==> config.mk <==
export PLATFORM = sky130hd
export DESIGN_NAME = uart_rx_fifo
export DESIGN_NICKNAME = d
export VERILOG_FILES = /design/src/rtl/uart_rx_fifo.sv
export SDC_FILE = /design/constraint.sdc
export NUM_CORES = 1
export LEC_CHECK = 0
export BUFFER_PORTS_ARGS = -buffer_cell sky130_fd_sc_hd__buf_2
export CAP_MARGIN = 20
export CORE_ASPECT_RATIO = 2
export CORE_MARGIN = 2
export CORE_UTILIZATION = 57
export CTS_BUF_LIST = sky130_fd_sc_hd__clkbuf_4
export DETAILED_ROUTE_END_ITERATION = 8
export PLACE_DENSITY = 0.83
export SETUP_SLACK_MARGIN = 0.5
export SLEW_MARGIN = 40
export SYNTH_ARGS = -nofsm -noshare
export SYNTH_HDL_FRONTEND = slang
export SYNTH_SLANG_ARGS = --single-unit
==> constraint.sdc <==
create_clock -name clk_i -period 1.7 [get_ports clk_i]
set_input_delay 0.17 -clock clk_i [delete_from_list [all_inputs] [get_ports clk_i]]
set_output_delay 0.17 -clock clk_i [all_outputs]
set_load 0.05 [all_outputs]
==> src/rtl/uart_rx_fifo.sv <==
// Receive-side byte FIFO with first-word-fall-through read port, fill flags and sticky overflow.
// Optional idle timeout is built only when UART_RX_FIFO_TIMEOUT_EN is defined.
module uart_rx_fifo #(
  parameter int unsigned DATA_W       = 8,
  parameter int unsigned DEPTH_LOG2   = 4,
  parameter int unsigned AFULL_THRESH = 12
`ifdef UART_RX_FIFO_TIMEOUT_EN
  ,
  parameter int unsigned TIMEOUT_CYC  = 1024
`endif
) (
  input  logic              clk_i,
  input  logic              rstb_i,
  input  logic [DATA_W-1:0] wr_data_i,
  input  logic              wr_valid_i,
  output logic [DATA_W-1:0] rd_data_o,
  output logic              rd_valid_o,
  input  logic              rd_ready_i,
  output logic [DEPTH_LOG2:0] count_o,
  output logic              empty_o,
  output logic              full_o,
  output logic              afull_o,
  output logic              overflow_o,
  input  logic              ovf_clr_i,
  output logic              timeout_o
);

  localparam int unsigned PtrW  = DEPTH_LOG2;
  localparam int unsigned CntW  = DEPTH_LOG2 + 1;
  localparam int unsigned Depth = 1 << DEPTH_LOG2;
  localparam logic [CntW-1:0] DepthCnt = CntW'(Depth);
  localparam logic [CntW-1:0] AfullCnt = CntW'(AFULL_THRESH);

  logic [DATA_W-1:0] mem_q [Depth];
  logic [PtrW-1:0]   wr_ptr_q, wr_ptr_d;
  logic [PtrW-1:0]   rd_ptr_q, rd_ptr_d;
  logic [CntW-1:0]   count_q, count_d;
  logic              empty_q, full_q, afull_q, ovf_q, ovf_d;
  logic              push, pop, drop;

  assign pop  = ~empty_q & rd_ready_i;
  // A pop frees the slot this edge, so a full FIFO can still take a write alongside it.
  assign push = wr_valid_i & (~full_q | pop);
  assign drop = wr_valid_i & full_q & ~pop;

  always_comb begin
    wr_ptr_d = wr_ptr_q;
    rd_ptr_d = rd_ptr_q;
    count_d  = count_q;
    ovf_d    = ovf_q;
    if (push) wr_ptr_d = wr_ptr_q + PtrW'(1);
    if (pop)  rd_ptr_d = rd_ptr_q + PtrW'(1);
    if (push && !pop)      count_d = count_q + CntW'(1);
    else if (pop && !push) count_d = count_q - CntW'(1);
    if (ovf_clr_i) ovf_d = 1'b0;
    if (drop)      ovf_d = 1'b1;
  end

  always_ff @(posedge clk_i) begin
    if (rstb_i) begin
      wr_ptr_q <= '0;
      rd_ptr_q <= '0;
      count_q  <= '0;
      empty_q  <= 1'b1;
      full_q   <= 1'b0;
      afull_q  <= 1'b0;
      ovf_q    <= 1'b0;
    end else begin
      wr_ptr_q <= wr_ptr_d;
      rd_ptr_q <= rd_ptr_d;
      count_q  <= count_d;
      empty_q  <= (count_d == '0);
      full_q   <= (count_d == DepthCnt);
      afull_q  <= (count_d >= AfullCnt);
      ovf_q    <= ovf_d;
    end
  end

  always_ff @(posedge clk_i) begin
    if (push && !rstb_i) mem_q[wr_ptr_q] <= wr_data_i;
  end

  assign rd_data_o  = mem_q[rd_ptr_q];
  assign rd_valid_o = ~empty_q;
  assign count_o    = count_q;
  assign empty_o    = empty_q;
  assign full_o     = full_q;
  assign afull_o    = afull_q;
  assign overflow_o = ovf_q;

`ifdef UART_RX_FIFO_TIMEOUT_EN
  localparam int unsigned IdleW = $clog2(TIMEOUT_CYC + 1);
  localparam logic [IdleW-1:0] IdleMax = IdleW'(TIMEOUT_CYC);

  logic [IdleW-1:0] idle_q, idle_d;

  always_comb begin
    idle_d = idle_q;
    if (push || count_d == '0) idle_d = '0;
    else if (idle_q != IdleMax) idle_d = idle_q + IdleW'(1);
  end

  always_ff @(posedge clk_i) begin
    if (rstb_i) idle_q <= '0;
    else        idle_q <= idle_d;
  end

  assign timeout_o = ~empty_q & (idle_q == IdleMax);
`else
  assign timeout_o = 1'b0;
`endif

endmodule

# Yosys cells after proc, flatten, opt, wreduce, memory -nomap -nowiden
# Memories as Yosys holds them, arrays and structs flattened. A register that Yosys moved wholly into a read port is not among the register bits.
# Index checks and enable logic that the tools add are counted.
[word_totals] mem_count=1 inputBits=13 reg_bits=17 ram_bits=128 wordCells=38
[op_classes] muxes=8 n_reduce_logical=8 addsub=4 n_bitwise=8 n_eq_ne=1 magnitude_cmp=1
[memory_table] memory="mem_q" words=16 word_bits=8 read_ports=1 rd_ports_with_merged_regs=1 wr=1 line_no="34" text="logic [DATA_W-1:0] mem_q [Depth];"
[ops] cell="5-bit 2-to-1 mux" count=2
[ops] cell="4-bit by 1-bit adder with 4-bit output, second input constant" count=2
[ops] cell="4-bit 2-to-1 mux" count=2
[ops] cell="5-bit by 1-bit adder with 5-bit output, second input constant" count=1
[ops] cell="5-bit == test, second input constant" count=1
[ops] cell="5-bit by 4-bit greater-or-equal comparator with 1-bit output, second input constant" count=1
[ops] cell="5-bit logical NOT" count=1
[ops] cell="5-bit by 1-bit subtractor with 5-bit output, second input constant" count=1
[ops] cell="1-bit AND" count=4
[ops] cell="1-bit 2-to-1 mux" count=4
[ops] cell="1-bit logical AND" count=3
[ops] cell="1-bit logical NOT" count=3
[ops] cell="1-bit inverter" count=3
[ops] cell="2-bit nonzero test" count=1
[ops] cell="1-bit OR" count=1

# Logic depth before layout (Yosys ltp)
# Gate-level depths: netlist of the first run.
[depth] depth_word=9 mapped_depth=7 mapped_depth_nobuf=7

# Worst setup path before layout of the first run
# OpenSTA, ideal clock, no wires.
[synth_path] kind="flip-flop to flip-flop" start="register empty_q (netlist: empty_o)" end="memory mem_q[11][0], enable pin" arrival_ns=1.662 stages_incl_launch_ff=5 period_less_slack_ns=2.032 setup_slack_ns=-0.332 setup_ns=0.370 cell_sequence="dfxtp_1 -> nand2b_1 -> a21boi_2 -> nand2_1 -> nor2_1"
[synth_between] elab_chain_cells=7
[synth_rtl] element="start, declared" line_no="38" text="logic empty_q, full_q, afull_q, ovf_q, ovf_d;"
[synth_rtl] element="start signal, assigned" line_no="72" text="empty_q <= (count_d == '0);"
[synth_rtl] element="1-bit inverter" line_no="41" text="assign pop = ~empty_q & rd_ready_i;"
[synth_rtl] element="1-bit AND" line_no="41"
[synth_rtl] element="1-bit OR" line_no="43" text="assign push = wr_valid_i & (~full_q | pop);"
[synth_rtl] element="1-bit AND" line_no="43"
[synth_rtl] element="1-bit logical AND" line_no="80" text="if (push && !rstb_i) mem_q[wr_ptr_q] <= wr_data_i;"
[synth_rtl] element="1-bit 2-to-1 mux" line_no="80"
[synth_rtl] element="1-bit 2-to-1 mux (implied by the code)" line_no="80"
[synth_rtl] element="end, declared" line_no="34"
# No other way between the ends.

==> out/results.txt, run 1 <==
Crit path capture type - output pin
Largest family of logic cells by synthesized area - multiplexers
Post-route DRC violation count - 0
Clk pwr share - 0.228
RSZ-0062 raised after global routing - true
Yosys warning count - 0
Via density - 5.82
Sw Ratio - 0.310
Status - finished with violations
I/O pin cnt - 32
Final min period - 2.51 ns
Post-synth EDFFs - 128
Pint - 5850 µW
Worst Hold End - count_o[2]
Die Y - 148 µm
Clk pin slew, worst setup/hold paths - 0.14 ns
Combinational Power Share - 0.280
Pleak - 0.00261 µW
Pwr/cell area - 1080 nW/µm²
Worst path arrival time - 2.34 ns
Crit-path cells - buf_12, mux4_2, mux4_2, buf_6
Top FF cell, synth - edfxtp_1
Final period util - 1.48
Number of global-route vias before repair - 3462
Hold_sp - rstb_i
Drt wl/cell - 25.4 µm
Fmax - 0.398 GHz
Kind of critical path - flip-flop to output pin
Synth Register Bits - 149
Asr flop ratio synth - 0
DRT Wirelength - 14000 µm
Total power - 8490 µW
Largest buffer count on any clock path - 2
Max Cap Viol - 0
Distinct cells, synth - 39
Num CTS Buffers - 17
Setup crit start kind - flip-flop
Die ar. - 11300 µm²
WP data required - 1.53 ns
Worst-path maximum fanout - 16
Compound-Gate Fraction of Synth Area - 0.0114
CP dominant cell by count - mux4_2
Reg2reg end - empty_o
Cells on worst reg2reg path - 6
Post-layout util - 0.775
Hold Path Class - input pin to flip-flop
DP HPWL - 8070 µm
Slowest cell on crit path - mux4_2
Root buf cell - clkbuf_4
Part of the power in registers - 0.492
# port buffers - 30
Clk_lat worst skew - 0.54 ns
Pin count of the biggest net entering global routing - 33
Htree depth - 4
Antenna viol nets, final - 0
Core box area - 10100 µm²
Via count - 3197
GRT overflow - 0
Clk sinks - 149
Post-Syn Nets - 318
Global-route wire length before repair - 20600 µm
Violated checks - negative setup slack
CTS tree - done
Clock skew - 0.0201 ns
Switching power - 2640 µW
Proportion of layout cells with a drive suffix above 1 - 0.542
Final max-slew violation count - 0
Hold Path Stages - 3
Area grow syn2layout - 32.7%
Post-synthesis mux area share - 0.174
Filler cell count - 540
Rows - 52
Initial antenna violation count - 1
Initial Util - 0.584
Xor/xnor cell area share of the yosys netlist - 0.0133
FF/Latch Area - 4300 µm²
Register area share after synthesis - 0.719
DIE WIDTH - 76.1 µm
Flop2flop setup slack - -0.02 ns
Crit path largest cell delay - 0.53 ns
Synthesized instance count - 298
Multi-input logic area - 1940 µm²
Synth Area in Adders - 0.0148
GR Util All Layers - 0.263
Final setup vio count - 9
Final layout net count - 420
Mean area per synthesized cell - 19.9 µm²
Initial DRC Count - 278
Fin worst setup slack - -0.810 ns
Worst vdd ir - 896 µV
Critical R2R Launch - empty_o
Drt first pass iters - 4
Mapped cell area - 5930 µm²
Post-Synth Simple-Gate Area - 0.0452
Final Hold Vio Count - 0
Placer Congestion - 0.826
==> cell type report <==
type,count,share of cell area
antenna,1,0.000318
clock buffer,17,0.0162
clock inverter,15,0.0153
inverter,7,0.00429
multi-input combinational,129,0.247
sequential,149,0.546
tap,135,0.0215
timing repair buffer,96,0.150
==> metrics by stage <==
stage / setup slack (ns) / setup TNS [ns] / hold slack (ns) / area [µm²] / instances
6_report: -0.810 / -6.33 / 0.0801 / 7870 / 549
5_1_grt: -0.930 / -7.16 / 0.0362 / 7870 / 549
4_1_cts: -0.857 / -6.67 / 0.00476 / 7700 / 540
3_5_place_dp: -0.300 / -2.26 / 0.458 / 6650 / 471
3_3_place_gp: -0.276 / -2.10 / 0.457 / 6650 / 471
2_1_floorplan: -0.158 / -1.26 / 0.269 / 6090 / 298
==> cells in the mapped netlist, drive strengths merged (2+ instances only) <==
cell	instances	area (µm²)
clkbuf	2	7.51
xor2	6	52.6
nand2	10	37.5
a21oi	2	10.0
mux2i	2	20.0
nor2	31	116
dfxtp	21	420
nand4	3	18.8
nand3	3	15.0
ha	7	87.6
nor2b	2	12.5
and2	2	12.5
xnor2	3	26.3
mux4	40	991
o21ai	3	15.0
inv	7	26.3
mux2	2	22.5
edfxtp	128	3840
buf	11	92.6
==> cells in the final DEF (no fill, tap or decap), drive strengths merged, types with 2 or more instances in the layout <==
master	synthesis	final
nand3	3	3
mux2i	2	2
nand4	3	3
xnor2	3	3
mux2	2	2
a21oi	2	2
edfxtp	128	128
mux4	40	40
xor2	6	6
dlygate4sd3	0	10
nor2	31	31
buf	11	86
nand2	10	10
ha	7	7
o21ai	3	3
nor2b	2	2
clkinvlp	0	3
inv	7	14
and2	2	2
clkinv	0	5
clkbuf	2	17
dfxtp	21	21
==> metal layers <==
metal	GRT usage	up-vias	wire (µm)	part of all wire
met5	0	-	0	0
met2	0.507	128	8480	0.61
li1	-	1395	-	-
met1	0.263	1640	4440	0.32
met3	0.0528	34	487	0.035
met4	0.135	0	551	0.039
==> power by group through the flow <==
stage          logic (µW)  registers, µW  clock network, µW
2_1_floorplan        1020           4360                  0
3_3_place_gp         1440           4240                  0
5_1_grt              2470           4190               2100
3_5_place_dp         1470           4240                  0
4_1_cts              2100           4170               1950
6_report             2380           4180               1930
==> worst max-delay path by stage <==
stage          startpoint           end  slack [ns]  cells after the start
2_1_floorplan   flip-flop  rd_data_o[0]       -0.16                      4
3_3_place_gp    flip-flop  rd_data_o[3]       -0.28                      4
3_5_place_dp    flip-flop  rd_data_o[3]       -0.30                      4
4_1_cts         flip-flop  rd_data_o[3]       -0.86                      4
5_1_grt         flip-flop  rd_data_o[6]       -0.93                      4
6_report        flip-flop  rd_data_o[3]       -0.81                      4
==> cell families (layout without fill, tap and decap cells) <==
logic type,count (synthesis),count (layout)
AND/OR/NAND/NOR,58,58
AO/OA/AOI/OAI,10,10
adder cells (fa/ha/maj),7,7
multiplexers,44,44
XOR/XNOR,9,9
flip-flops,149,149
buffers and inverters,20,135
other,1,2
==> worst max-delay path: cells and delay by family, from the launching register on <==
kind	cells	cell delay [ns]
buffers and inverters	2	0.35
multiplexers	2	1.03
flip-flops	1	0.41
==> what timing repair did <==
action	in CTS	in global routing
resized for setup	103	25
setup buffers	27	8
endpoints found under the setup margin	157	164
hold buffers	10	0
pin swaps	25	24
hold endpoints to repair	126	0
==> flip-flops by register name, summed over array words and instances (netlist names), named ones only <==
register	cells
mem_q	128
rd_ptr_q	4
afull_o	1
full_o	1
overflow_o	1
count_o	5
empty_o	1
wr_ptr_q	4
No activity file was read; power rests on OpenSTA's default activity.
==> inputs of run 2 (changes only) <==
--- a/config.mk
+++ b/config.mk
@@ -14,7 +14,7 @@
 export DETAILED_ROUTE_END_ITERATION = 8
 export PLACE_DENSITY = 0.83
 export SETUP_SLACK_MARGIN = 0.5
-export SLEW_MARGIN = 40
+export SKIP_CTS_REPAIR_TIMING = 1
 export SYNTH_ARGS = -nofsm -noshare
 export SYNTH_HDL_FRONTEND = slang
 export SYNTH_SLANG_ARGS = --single-unit
==> out/results.txt, run 2 (synthesized netlist as in run 1, its figures left out) <==
Cells on worst reg2reg path - 6
Worst-path maximum fanout - 8
Die ar. - 11300 µm²
Drt wl/cell - 25.3 µm
RSZ-0062 raised after global routing - true
Final Hold Vio Count - 0
Final min period - 2.55 ns
Die Y - 148 µm
Fmax - 0.393 GHz
Clk pwr share - 0.234
Clk sinks - 149
Sw Ratio - 0.307
Worst path arrival time - 2.38 ns
Final setup vio count - 9
Switching power - 2550 µW
Status - finished with violations
Setup crit start kind - flip-flop
Commonest non-fill, non-tap cells in the layout - 128 x edfxtp_1, 39 x mux4_2, 21 x buf_12, 19 x buf_6
Final max-slew violation count - 0
Number of global-route vias before repair - 3160
Pint - 5760 µW
Fin worst setup slack - -0.845 ns
Register with the most flip-flops - mem_q
Critical R2R Launch - count_o[0]
I/O pin cnt - 32
Most common cell after layout, fill and taps aside - edfxtp_1
Violated checks - negative setup slack
Post-route DRC violation count - 0
Top delay family on crit path - multiplexers
Placed instance area - 6650 µm²
Part of the power in registers - 0.507
Htree depth - 4
CP bufs+invs - 2
Pin count of the biggest net entering global routing - 33
Reg2reg end - empty_o
Global-route wire length before repair - 17800 µm
Max Cap Viol - 0
GRT overflow - 0
DIE WIDTH - 76.1 µm
WP data required - 1.53 ns
Final layout net count - 411
Crit path capture type - output pin
Drt first pass iters - 4
Placer Congestion - 0.826
Hold Path Class - input pin to flip-flop
Kind of critical path - flip-flop to output pin
Clock skew - 0.0178 ns
CP dominant cell by count - mux4_2
Initial DRC Count - 272
Flop2flop setup slack - -0.03 ns
Clk pin slew, worst setup/hold paths - 0.13 ns
# port buffers - 30
Final hold slack - 0.0211 ns
Cell area after layout - 7690 µm²
CTS tree - done
CP Depth - 4
Initial antenna violation count - 1
Initial Util - 0.584
GR Util All Layers - 0.222
Pleak - 0.00253 µW
Num CTS Buffers - 17
Via density - 5.83
Largest buffer count on any clock path - 2
Root buf cell - clkbuf_4
Rows - 52
DRT Wirelength - 13700 µm
Antenna viol nets, final - 0
Pwr/cell area - 1080 nW/µm²
Crit path largest cell delay - 0.50 ns
Worst vdd ir - 985 µV
Combinational Power Share - 0.259
Area grow syn2layout - 29.7%
Slowest cell on crit path - mux4_2
Proportion of layout cells with a drive suffix above 1 - 0.510
Final period util - 1.50
Via count - 3146
Clk_lat worst skew - 0.54 ns
Core box area - 10100 µm²
Worst setup endpoint - rd_data_o[2]
Largest register FFs - 128
DP HPWL - 8070 µm
Crit-path cells - clkbuf_16, mux4_2, mux4_2, buf_6
-- run 2: cell count changes in the layout (fill, tap and decap cells not counted), moves of 2 or more --
cell	previous run	this run
buf_6	30	19
and2_1	0	2
and2_4	2	0
buf_4	12	14
clkbuf_16	0	2
dlygate4sd3_1	10	8
nand2_1	2	4
nor2_1	11	13
-- run 2: worst min-delay path by stage --
stage / slack, ns / start / to / cells past startpoint
floorplan: 0.27 / wr_data_i[0] / mem_q[0][0] / 0
global placement: 0.46 / ovf_clr_i / overflow_o / 4
detailed placement: 0.46 / rstb_i / wr_ptr_q[0] / 2
CTS: -0.13 / rstb_i / wr_ptr_q[0] / 2
global route: -0.01 / wr_data_i[3] / mem_q[5][3] / 1
finish: 0.02 / wr_data_i[3] / mem_q[5][3] / 1
-- run 2: final cells by class --
cell class                      count  area [µm²]
Sequential cell                   149        4290
Fill cell                         551        2460
Multi-Input combinational cell    129        1850
Timing Repair Buffer               87        1090
Tap cell                          135         169
Clock buffer                       17         128
Clock inverter                     15         120
Inverter                            7        31.3
Antenna cell                        1        2.50
-- run 2: metal layers --
metal  part of all wire  GRT usage  routed length, µm
met5                  0          0                  0
met4              0.052      0.121                715
met3              0.036     0.0376                497
met2               0.59      0.417               8030
met1               0.32      0.236               4430
-- run 2: stage by stage --
step                cells  setup slack, ns  setup TNS (ns)  total power [µW]   util
floorplan             298           -0.158           -1.26              5380      -
global placement      471           -0.276           -2.10              5670  0.655
detailed placement    471           -0.300           -2.26              5710  0.655
CTS                   503           -0.922           -7.28              7580  0.680
global route          540           -0.956           -7.47              8570  0.758
finish                540           -0.845           -6.63              8300  0.758
-- run 2: power groups by stage --
stage | Combinational [µW] | Sequential [µW] | Clock, µW
floorplan | 1020 | 4360 | 0
global placement | 1440 | 4240 | 0
detailed placement | 1470 | 4240 | 0
CTS | 1470 | 4160 | 1950
global route | 2250 | 4220 | 2100
finish | 2150 | 4210 | 1940
-- run 2: worst register-to-register path, stage by stage, from the launching register on --
cell      delay, ns
dfxtp_4        0.41
inv_4          0.08
ha_4           0.15
nand4b_1       0.20
o21ai_4        0.16
mux2_4         0.36
o41ai_2        0.28
